## src/rtl/scoreboard_ctrl.sv

```systemverilog
// Game-sequencing controller for the scoreboard: button edges become one-cycle
// scoring commands, and the game state follows the start/pause buttons and timer expiry.
module scoreboard_ctrl #(
    parameter int NUM_PERIODS = 4,
    parameter int BUZZ_CYCLES = 50000000,
    parameter int W           = 11
) (
    input  logic         clk,
    input  logic         reset,
    input  logic         start_btn,
    input  logic         pause_btn,
    input  logic [5:0]   btn_H,
    input  logic [5:0]   btn_G,
    input  logic [W-1:0] min,
    input  logic [W-1:0] sec,
    input  logic [W-1:0] period,
    output logic         pause,
    output logic [5:0]   cmd_H,
    output logic [5:0]   cmd_G,
    output logic [2:0]   game_state,
    output logic         buzzer
);
    localparam int CW = $clog2(BUZZ_CYCLES + 1);

    typedef enum logic [2:0] {
        S_IDLE   = 3'd0,
        S_RUN    = 3'd1,
        S_PAUSED = 3'd2,
        S_BREAK  = 3'd3,
        S_FINAL  = 3'd4
    } state_t;

    state_t        state, next_state;
    logic [13:0]   btn_lvl, lvl_q, prev_q, edges;
    logic          start_edge, pause_edge;
    logic [5:0]    h_edge, g_edge;
    logic          armed, time_zero, expiry;
    logic          score_en, enter_run, enter_buzz;
    logic [5:0]    cmd_h_next, cmd_g_next;
    logic [CW-1:0] buzz_cnt, buzz_cnt_next;

    // Levels are registered once, then edge-detected against the previous sample;
    // during reset both stages load the live level so a held button never fires.
    assign btn_lvl = {start_btn, pause_btn, btn_H, btn_G};

    always_ff @(posedge clk) begin
        lvl_q <= btn_lvl;
        if (reset) prev_q <= btn_lvl;
        else       prev_q <= lvl_q;
    end

    assign edges      = lvl_q & ~prev_q;
    assign start_edge = edges[13];
    assign pause_edge = edges[12];
    assign h_edge     = edges[11:6];
    assign g_edge     = edges[5:0];

    // One command per team per cycle: plus3 > plus2 > plus1 > minus1 > minus2 > minus3.
    function automatic logic [5:0] pick(input logic [5:0] e);
        logic [5:0] r;
        r = 6'b000000;
        if      (e[2]) r = 6'b000100;
        else if (e[1]) r = 6'b000010;
        else if (e[0]) r = 6'b000001;
        else if (e[3]) r = 6'b001000;
        else if (e[4]) r = 6'b010000;
        else if (e[5]) r = 6'b100000;
        return r;
    endfunction

    assign time_zero = (min == '0) && (sec == '0);
    assign expiry    = (state == S_RUN) && armed && time_zero;

    always_ff @(posedge clk) begin
        if (reset) begin
            state <= S_IDLE;
            pause <= 1'b1;
        end else begin
            state <= next_state;
            pause <= (next_state != S_RUN);
        end
    end

    always_comb begin
        next_state = state;
        case (state)
            S_IDLE:   if (start_edge) next_state = S_RUN;
            S_RUN: begin
                if (expiry)          next_state = (period < W'(NUM_PERIODS)) ? S_BREAK : S_FINAL;
                else if (pause_edge) next_state = S_PAUSED;
            end
            S_PAUSED: if (pause_edge || start_edge) next_state = S_RUN;
            S_BREAK:  if (start_edge) next_state = S_RUN;
            default:  next_state = state;
        endcase
    end

    // Scoring looks at the state before this cycle's transition.
    always_comb begin
        score_en      = (state == S_RUN) || (state == S_PAUSED) || (state == S_BREAK);
        cmd_h_next    = score_en ? pick(h_edge) : 6'b000000;
        cmd_g_next    = score_en ? pick(g_edge) : 6'b000000;
        enter_run     = (next_state == S_RUN) && (state != S_RUN);
        enter_buzz    = (next_state != state) &&
                        ((next_state == S_BREAK) || (next_state == S_FINAL));
        buzz_cnt_next = buzz_cnt;
        if (enter_buzz)             buzz_cnt_next = CW'(BUZZ_CYCLES);
        else if (buzz_cnt != '0)    buzz_cnt_next = buzz_cnt - CW'(1);
    end

    // armed blocks a stale 0:00 from expiring a freshly resumed period.
    always_ff @(posedge clk) begin
        if (reset) begin
            cmd_H    <= 6'b000000;
            cmd_G    <= 6'b000000;
            buzz_cnt <= '0;
            buzzer   <= 1'b0;
            armed    <= 1'b0;
        end else begin
            cmd_H    <= cmd_h_next;
            cmd_G    <= cmd_g_next;
            buzz_cnt <= buzz_cnt_next;
            buzzer   <= (buzz_cnt_next != '0);
            if (enter_run)                        armed <= 1'b0;
            else if (state == S_RUN && !time_zero) armed <= 1'b1;
        end
    end

    assign game_state = state;

endmodule

```

## config.mk

```make
export PLATFORM = sky130hd
export DESIGN_NAME = scoreboard_ctrl
export DESIGN_NICKNAME = d
export VERILOG_FILES = /design/src/rtl/scoreboard_ctrl.sv
export SDC_FILE = /design/constraint.sdc
export NUM_CORES = 1
export LEC_CHECK = 0
export ABC_AREA = 1
export BUFFER_PORTS_ARGS = -buffer_cell sky130_fd_sc_hd__buf_2
export CORE_MARGIN = 10
export CORE_UTILIZATION = 40
export DETAILED_ROUTE_END_ITERATION = 7
export HOLD_SLACK_MARGIN = 0.12
export PLACE_DENSITY_LB_ADDON = 0.15
export SYNTH_ARGS = -nofsm -noshare
export SYNTH_HDL_FRONTEND = slang
export SYNTH_SLANG_ARGS = --single-unit
```

## constraint.sdc

```tcl
create_clock -name clk -period 2.2 [get_ports clk]
set_clock_uncertainty 0.05 [all_clocks]
set_input_delay 0.33 -clock clk [delete_from_list [all_inputs] [get_ports clk]]
set_output_delay 0.33 -clock clk [all_outputs]
set_load 0.1 [all_outputs]
```

==> impl_metrics.csv, run 1 <==
group,metric,value,unit
run_status,status,"complete, no violations",
global_route,grt_start_max_net_pins,51,
worst_setup_path,crit_type,"flop to flop",
yosys,syn_area,3346,µm²
sta,fin_ws,0.1568,ns
detailed_routing,drc,0,
yosys,synth-edff-count,0,
global_route,grt_pass1_wl,13800,µm
detailed_routing,ant_nets,0,
clock_network,cts_buffers,9,
yosys,yosys_warnings,0,
clock_network,path_clk_slew,0.09,ns
place,portBuffers,63,
final_layout,num_antenna_cells,0,
global_route,grt_pass1_vias,3043,
detailed_routing,drtPass1Iterations,4,
yosys,ys_top_cells_by_area,"dfxtp_1, nand2_1, nor2_1",
clock_network,cts_tree,"built",
worst_setup_path,cp_top_family,"simple AND/OR/NAND/NOR gates",
worst_setup_path,startpoint_type,"flop",
floorplanning,chipHeight,111.5,µm
flow_run,drv_cap,0,
floorplanning,die_w,111.5,µm
yosys,synth_cell_types,34,
sta,finalCritPeriodShare,0.9287,
detailed_routing,drt-initial-drc-count,99,
yosys,synth_area_per_cell,6.773,µm²
clock_network,clk_path_buf_depth,2,
pwr,p_per_area,1549,nW/µm²
global_route,met3_usage,0.03382,
detailed_routing,wl,8367,µm
worst_setup_path,cpPeakStageDelay,0.34,ns
sta,setup_tns,0,ns
yosys,synth_seq_cells,72,
worst_setup_path,cp_num_buf_inv,1,
yosys,synth_seq_area_share,0.4308,
worst_setup_path,cp.required,2.36,ns
clock_network,clkSinkCount,72,
sta,worstMarginPinSlew,0.4947,ns
clock_network,htreeDepth,3,
sta,fmax,489.4,MHz
global_route,track_usage,0.1308,
global_route,met2_usage,0.2399,
pwr,leakage,2.119,nW
worst_setup_path,critPathMostFrequentCell,"nor2_1",
yosys,yosysMostFrequentCell,"nand2_1",
sta,slew_violations,0,
clock_network,root_buffer,"clkbuf_8",
floorplanning,rows,33,
detailed_routing,via_per_inst,4.725,
sta,finalSetupViolations,0,
place,detailedPlace.worstSlack,0.1069,ns
yosys,synthArstFlopShare,0,
final_layout,layout-drive-gt1-share,0.2150,
clock_network,clkLatencyLatePin,0.34,ns
yosys,synthTopCellsByCount,"nand2_1, nor2_1, dfxtp_1",
place,dp_hpwl,6163,µm
yosys,syn_nets,544,
yosys,ys.flop_type,"dfxtp_1",
global_route,grt.overflow.total,0,
detailed_routing,vias,3265,
sta,period_minus_slack,2.043,ns
floorplanning,initial_core_util,0.4092,
worst_setup_path,crit_arrival,2.20,ns
hold_path,hp-class,"primary input to flop",
yosys,syn_inst,494,
floorplanning,ios,66,
worst_setup_path,path_cells,"nor2_1 -> nand2_2 -> nor3_4 -> buf_4 -> nand2_4 -> nand2_1 -> nand3_1 -> nor2_1 -> nand2_1 -> nor2_1 -> nor2_1",
detailed_routing,wire_per_inst,12.11,µm
final_layout,syn2layout_area_growth,25.95,%
sta,grt_setup_unrepaired,"no",
worst_setup_path,slowest_stage,"dfxtp_1",
sta,hold_viol,0,
floorplanning,core,8175,µm²
sta,relSlewSlack,0.6702,
pwr,vdd.ir_drop.worst,0.0006086,V
place,gp_congestion,0.9252,
global_route,antenna_found_initial,0,
sta,fin_worst_hold_slack,0.2279,ns
final_layout,nNetsFinal,631,
yosys,synth_area_leader_cell,"dfxtp_1",
floorplanning,die_area,12420,µm²
worst_setup_path,critPathCaptureType,"flop",
global_route,grtUsageMet1,0.1446,
global_route,top_usage_layer,"met2",
yosys,synthDominantCellAreaShare,0.4308,
worst_setup_path,path_max_fanout,13,
-- cell type report --
type	instances	area, µm²
sequential	72	1445
clock buffer	9	123.9
fill	836	3961
inverter	52	197.7
tap	105	131.4
clock inverter	7	77.57
timing repair buffer	86	535.5
multi-input combinational	360	1703
-- power by group --
group / switching (mW) / internal, mW / leakage (nW)
combinational: 2.42 / 1.30 / 1.42
sequential: 0.213 / 1.54 / 0.596
clock: 0.520 / 0.535 / 0.101
-- stage by stage --
step	utilization	instance area, µm²	total power [mW]	cells
6_report	0.5155	4214	6.528	691
2_1_floorplan	-	3349	4.416	494
4_1_cts	0.5066	4141	6.250	687
5_1_grt	0.5155	4214	7.200	691
3_3_place_gp	0.4648	3800	5.094	657
3_5_place_dp	0.4648	3800	5.140	657
-- per-layer routing --
metal	share of wire	wire [µm]
met3	0.041	343
met1	0.43	3634
met5	0	0
met4	0.013	108
met2	0.51	4281
-- registers in the layout, indices dropped and copies added, names as in the netlist --
signal	cells
lvl_q	14
game_state	3
buzz_cnt	26
buzzer	1
pause	1
armed	1
prev_q	14
cmd_H	6
cmd_G	6
-- tightest hold or removal path: cells and delay by family --
kind | cells | cell delay, ns
buf+inv | 1 | 0.09
simple gates | 3 | 0.17
-- cells in the final DEF (no fill, tap or decap), types with 4 or more instances in the layout --
cell type,instances
nor3_1,4
a21oi_1,14
nand3b_1,8
nand3_1,29
dlygate4sd3_1,14
buf_2,63
nand2_2,5
buf_4,8
inv_1,46
o21ai_0,18
dfxtp_1,69
nor2_1,92
nor2_2,11
nand4_1,9
nand2_1,140
clkbuf_8,9
nor4_1,4
-- kinds of logic after synthesis --
| group | synth area share |
|---|---|
| buffers and inverters | 0.07442 |
| and+or+nand+nor | 0.4218 |
| AOI/OAI and AO/OA | 0.06395 |
| DFF | 0.4308 |
| xor gates and xnor gates | 0.005237 |
| adders and majority gates | 0.003739 |
-- final timing paths --
kind                                   start  cells after the start       end  slack, ns
worst min register to register    prev_q[11]                      1  cmd_H[5]       0.34
worst max-delay path            buzz_cnt[16]                     11    buzzer       0.16
worst max register to register  buzz_cnt[16]                     11    buzzer       0.16
worst min-delay path                   reset                      4  cmd_G[1]       0.23
-- repair_timing --
action,CTS,global route
setup endpoints to repair,0,1
hold endpoints to repair,14,0
buffers inserted,0,3
gates resized for setup,0,13
hold buffers,14,0
(Power assumes the default switching activity.)
==> inputs of run 2 (changes only) <==
==> constraint.sdc (replaced) <==
create_clock -name clk -period 1.7 [get_ports clk]
set_clock_uncertainty 0.05 [all_clocks]
set_input_delay 0.255 -clock clk [delete_from_list [all_inputs] [get_ports clk]]
set_output_delay 0.255 -clock clk [all_outputs]
set_load 0.1 [all_outputs]
==> run 2 against run 1 <==
Compared with the run above:
- the flow now finishes with violations (setup timing)
- largest cell class unchanged
- critical endpoint unchanged
- hold slack improved by 0.018 ns
- clock power rose by 40%
- final area rose by 19%
- combinational power rose by 98%
- highest routed layer unchanged
==> impl_metrics.csv, run 2 (synthesized netlist as in run 1, its figures left out) <==
group,metric,value,unit
floorplanning,rows,33,
floorplanning,die_w,111.5,µm
global_route,grt_pass1_vias,3486,
pwr,leakage,2.521,nW
place,gp_congestion,0.8825,
clock_network,cts_tree,"built",
sta,period_minus_slack,1.813,ns
worst_setup_path,cp_num_buf_inv,3,
sta,fmax,551.7,MHz
global_route,grt_start_max_net_pins,51,
worst_setup_path,path_cells,"inv_2 -> ha_4 -> nand2_8 -> nor2_8 -> nand2_4 -> inv_8 -> nand2_8 -> nand3_1 -> nand2_1 -> clkinv_1 -> nand2_1 -> nor2_1 -> nand2_1 -> nor2_1 -> nor2_1",
sta,slew_violations,0,
worst_setup_path,critPathCaptureType,"flop",
worst_setup_path,cp.required,1.90,ns
worst_setup_path,slowest_stage,"dfxtp_2",
detailed_routing,drtPass1Iterations,4,
clock_network,path_clk_slew,0.09,ns
floorplanning,core,8175,µm²
sta,worstMarginPinSlew,0.4945,ns
clock_network,htreeDepth,3,
worst_setup_path,crit_type,"flop to flop",
sta,fin_ws,-0.1127,ns
final_layout,stdcell_area,5021,µm²
detailed_routing,wl,9600,µm
detailed_routing,ant_nets,0,
worst_setup_path,crit_arrival,2.01,ns
global_route,grt_pass1_wl,15900,µm
run_status,status,"finished with violations",
floorplanning,initial_core_util,0.4092,
detailed_routing,wire_per_inst,12.58,µm
floorplanning,die_area,12420,µm²
pwr,p_per_area,2212,nW/µm²
final_layout,layout_commonest_cell,"nand2_1",
run_status,violations,"setup timing",
worst_setup_path,path_max_fanout,6,
detailed_routing,drt-initial-drc-count,122,
final_layout,syn2layout_area_growth,50.07,%
pwr,vdd.ir_drop.worst,0.0008119,V
final_layout,final_core_util,0.6142,
place,dp_hpwl,6922,µm
sta,hold_viol,0,
final_layout,layout_common_cells,"nand2_1, buf_4, nor2_1",
final_layout,layout-drive-gt1-share,0.3799,
worst_setup_path,startpoint_type,"flop",
floorplanning,ios,66,
final_layout,top_regs,"buzz_cnt: 26 flops, lvl_q: 14 flops, prev_q: 14 flops",
worst_setup_path,cpPeakStageDelay,0.34,ns
flow_run,drv_cap,0,
detailed_routing,drc,0,
sta,grt_setup_unrepaired,"yes",
place,place_area,4337,µm²
global_route,antenna_found_initial,0,
final_layout,num_antenna_cells,0,
pwr,total_power,11.11,mW
detailed_routing,via_per_inst,4.637,
sta,relSlewSlack,0.6704,
clock_network,cts_buffers,9,
global_route,grt.overflow.total,0,
clock_network,clkSinkCount,72,
clock_network,clkLatencyLatePin,0.37,ns
global_route,track_usage,0.1530,
clock_network,clk_path_buf_depth,2,
final_layout,largest_register_ffs,26,
final_layout,nNetsFinal,703,
floorplanning,chipHeight,111.5,µm
hold_path,hp-class,"primary input to flop",
clock_network,root_buffer,"clkbuf_8",
sta,finalSetupViolations,2,
place,portBuffers,63,
worst_setup_path,cp_top_family,"simple AND/OR/NAND/NOR gates",
sta,finalCritPeriodShare,1.066,
detailed_routing,vias,3538,
final_layout,largest_register,"buzz_cnt",
[run 2: changes by cell type in the layout (fill, tap and decap cells not counted), sizes merged]
cell	delta
buf	+71
clkinv	-1
inv	+1
nand2	+1
[run 2: power by group]
| part | leakage, nW | switching, mW | total (mW) | internal [mW] |
|---|---|---|---|---|
| sequential | 0.601 | 0.247 | 2.26 | 2.01 |
| combinational | 1.82 | 4.03 | 7.37 | 3.34 |
| clock | 0.104 | 0.769 | 1.48 | 0.711 |
[run 2: path summary, 6_finish.rpt]
check | from | depth (start not counted) | to | slack (ns)
max | buzz_cnt[1] | 15 | buzzer | -0.11
max reg2reg | buzz_cnt[1] | 15 | buzzer | -0.11
min reg2reg | prev_q[5] | 1 | cmd_G[5] | 0.35
min | reset | 5 | cmd_G[1] | 0.25
[run 2: worst reg2reg max path, cell delays in order, from the launching register on]
cell	delay [ns]
dfxtp_2	0.34
inv_2	0.06
ha_4	0.17
nand2_8	0.08
nor2_8	0.10
nand2_4	0.08
inv_8	0.09
nand2_8	0.08
nand3_1	0.16
nand2_1	0.07
clkinv_1	0.04
nand2_1	0.05
nor2_1	0.08
nand2_1	0.08
nor2_1	0.11
nor2_1	0.04
[run 2: what timing repair did]
item,4_1_cts,5_1_grt
setup endpoints to repair,6,11
gates cloned,2,0
endpoints found under the hold margin,28,0
hold buffers,14,0
setup buffers,6,2
pin swaps,15,9
resized for setup,46,38
[run 2: layer usage]
layer	wire length, µm	vias to the layer above	GRT usage	share of wire
met1	4168	1565	0.1794	0.43
met4	115	0	0.05056	0.012
li1	-	1879	-	-
met2	4818	84	0.2689	0.50
met5	0	-	0	0
met3	497	10	0.03382	0.052
[run 2: layout make-up]
cell class                      instances  area (µm²)
Fill cell                             772        3154
Multi-Input combinational cell        361        1921
Sequential cell                        72        1465
Timing Repair Buffer                  157        1084
Inverter                               52       210.2
Tap cell                              105       131.4
Clock buffer                            9       123.9
Clock inverter                          7       86.33
[run 2: stage by stage]
step | setup slack [ns] | TNS (ns) | instances | hold WS [ns]
5_1_grt | -0.2719 | -0.6393 | 763 | 0.2736
3_5_place_dp | -0.2876 | -0.8174 | 724 | 0.3219
4_1_cts | -0.1229 | -0.1616 | 761 | 0.2428
3_3_place_gp | -0.2950 | -0.5953 | 724 | 0.3216
6_report | -0.1127 | -0.1687 | 763 | 0.2456
2_1_floorplan | 0.0007127 | 0 | 494 | 0.2327
==> inputs of run 3 (changes only) <==
==> constraint.sdc (replaced) <==
create_clock -name clk -period 1.7 [get_ports clk]
set_clock_uncertainty 0.05 [all_clocks]
set_input_delay 0.255 -clock clk [delete_from_list [all_inputs] [get_ports clk]]
set_output_delay 0.255 -clock clk [all_outputs]
set_load 0.05 [all_outputs]
==> run 3 against run 2 <==
Compared with the run above:
- critical endpoint unchanged
- sequential cell count stayed put
- highest routed layer unchanged
- combinational power increased by 8.4%
- total power increased by 4.6%
- hold slack got worse by 0.0027 ns
- die area unchanged
- count of clock-buffer cells in the layout unchanged
- largest cell class unchanged
- the flow still finishes with violations (setup timing)
- sequential power grew 2%
- global-route usage down 0.27 points
- non-clock buffer count is 23 higher
- largest power group unchanged
==> impl_metrics.csv, run 3 (synthesized netlist as in run 1, its figures left out) <==
group,metric,value,unit
global_route,grt_pass1_vias,3544,
run_status,status,"finished with violations",
floorplanning,rows,33,
sta,fmax,502.9,MHz
sta,finalSetupViolations,4,
final_layout,fill_cells,734,
pwr,switching_share,0.4460,
sta,worstMarginPinSlew,0.4867,ns
worst_setup_path,startpoint_type,"flop",
clock_network,clkSinkCount,72,
global_route,grt.overflow.total,0,
final_layout,top_regs,"buzz_cnt: 26 flops, lvl_q: 14 flops, prev_q: 14 flops",
flow_run,drv_cap,0,
floorplanning,die_area,12420,µm²
clock_network,cts_tree,"built",
sta,grt_setup_unrepaired,"yes",
global_route,grt_start_max_net_pins,51,
pwr,power_frac_seq,0.199,
final_layout,layout_common_cells,"nand2_1, buf_4, nor2_1",
clock_network,clk_path_buf_depth,2,
place,gp_congestion,0.8811,
global_route,track_usage,0.1503,
floorplanning,initial_core_util,0.4092,
floorplanning,ios,66,
place,portBuffers,63,
worst_setup_path,critPathCaptureType,"flop",
final_layout,largest_register_ffs,26,
detailed_routing,via_per_inst,4.665,
floorplanning,core,8175,µm²
detailed_routing,wl,9822,µm
detailed_routing,wire_per_inst,12.53,µm
pwr,clkPwrFrac,0.114,
place,place_area,4397,µm²
clock_network,clkLatencyLatePin,0.37,ns
final_layout,stdcell_area,5316,µm²
floorplanning,chipHeight,111.5,µm
final_layout,largest_register,"buzz_cnt",
floorplanning,die_w,111.5,µm
clock_network,cts_buffers,9,
sta,relSlewSlack,0.6756,
pwr,vdd.ir_drop.worst,0.001021,V
sta,slew_violations,0,
hold_path,hp-class,"primary input to flop",
run_status,violations,"setup timing",
detailed_routing,drtPass1Iterations,4,
pwr,p_comb_frac,0.687,
sta,setup_tns,-0.5282,ns
pwr,netSwitchingPower,5.184,mW
sta,fin_ws,-0.2883,ns
final_layout,syn2layout_area_growth,58.90,%
worst_setup_path,crit_arrival,2.18,ns
detailed_routing,vias,3657,
pwr,p_int,6.438,mW
sta,finalCritPeriodShare,1.170,
sta,period_minus_slack,1.988,ns
detailed_routing,ant_nets,0,
final_layout,num_antenna_cells,0,
clock_network,path_clk_slew,0.09,ns
worst_setup_path,crit_type,"flop to flop",
sta,hold_viol,0,
clock_network,htreeDepth,3,
pwr,p_per_area,2186,nW/µm²
place,dp_hpwl,6967,µm
final_layout,nNetsFinal,724,
place,detailedPlace.worstSlack,-0.3077,ns
detailed_routing,drc,0,
final_layout,layout-drive-gt1-share,0.4345,
detailed_routing,drt-initial-drc-count,147,
worst_setup_path,path_max_fanout,8,
global_route,antenna_found_initial,0,
pwr,leakage,2.669,nW
final_layout,layout_commonest_cell,"nand2_1",
clock_network,root_buffer,"clkbuf_8",
final_layout,final_core_util,0.6503,
global_route,grt_pass1_wl,15770,µm
worst_setup_path,cp.required,1.89,ns
## run 3: changes by cell type in the layout (fill, tap and decap cells not counted), sizes merged
cell	change
bufinv	-1
nand2	-2
buf	+23
clkinvlp	-1
inv	+2
## run 3: final timing paths
check | endpoint | startpoint | cells after the start | slack (ns)
max | buzzer | buzz_cnt[0] | 16 | -0.29
min | cmd_G[1] | reset | 5 | 0.24
max reg2reg | buzzer | buzz_cnt[0] | 16 | -0.29
min reg2reg | cmd_H[5] | prev_q[11] | 1 | 0.35
## run 3: per-stage QoR
step,hold WS [ns],power [mW],cells
after global routing,0.2687,12.58,784
after CTS,0.2387,10.38,772
after global placement,0.3219,8.284,731
after floorplan,0.2327,5.719,494
after detailed placement,0.3227,8.324,731
final,0.2429,11.62,784
## run 3: per-layer routing
metal  GRT usage  wire length, µm  vias up
met3     0.04240              402       11
met5           0                0        -
met2      0.2751             5359       62
met4     0.04799              115        0
met1      0.1625             3944     1658
li1            -                -     1926
## run 3: critical path, stage by stage (launching register included)
cell,delay (ns)
dfxtp_4,0.36
clkinv_4,0.05
ha_4,0.16
nand2_8,0.07
nor2_8,0.13
nand2_4,0.06
inv_2,0.06
nand2_4,0.10
buf_12,0.18
nand2_2,0.06
nand2_2,0.05
nand2_2,0.06
nand3_2,0.07
nor2_2,0.12
nand2_1,0.09
nor2_1,0.14
nor2_1,0.05
## run 3: timing repair
action,4_1_cts,5_1_grt
setup endpoints to repair,6,16
pin swaps,16,37
gates cloned,1,0
buffers inserted,10,14
hold buffers,14,0
hold endpoints to repair,28,0
gates resized for setup,34,84
## run 3: area by class of cell
cell class	count	area [µm²]	area share
clock inverter	7	68.82	0.01294
inverter	52	202.7	0.03813
sequential	72	1471	0.2768
clock buffer	9	123.9	0.02330
multi-input combinational	359	2008	0.3777
timing repair buffer	180	1310	0.2464
tap	105	131.4	0.02471
## run 3: power by group through the flow
| stage | registers (mW) | clock network (mW) | logic [mW] |
|---|---|---|---|
| floorplan | 2.25 | 0 | 3.47 |
| global placement | 2.22 | 0 | 6.07 |
| detailed placement | 2.22 | 0 | 6.10 |
| CTS | 2.26 | 1.36 | 6.76 |
| global route | 2.35 | 1.44 | 8.78 |
| finish | 2.31 | 1.33 | 7.99 |
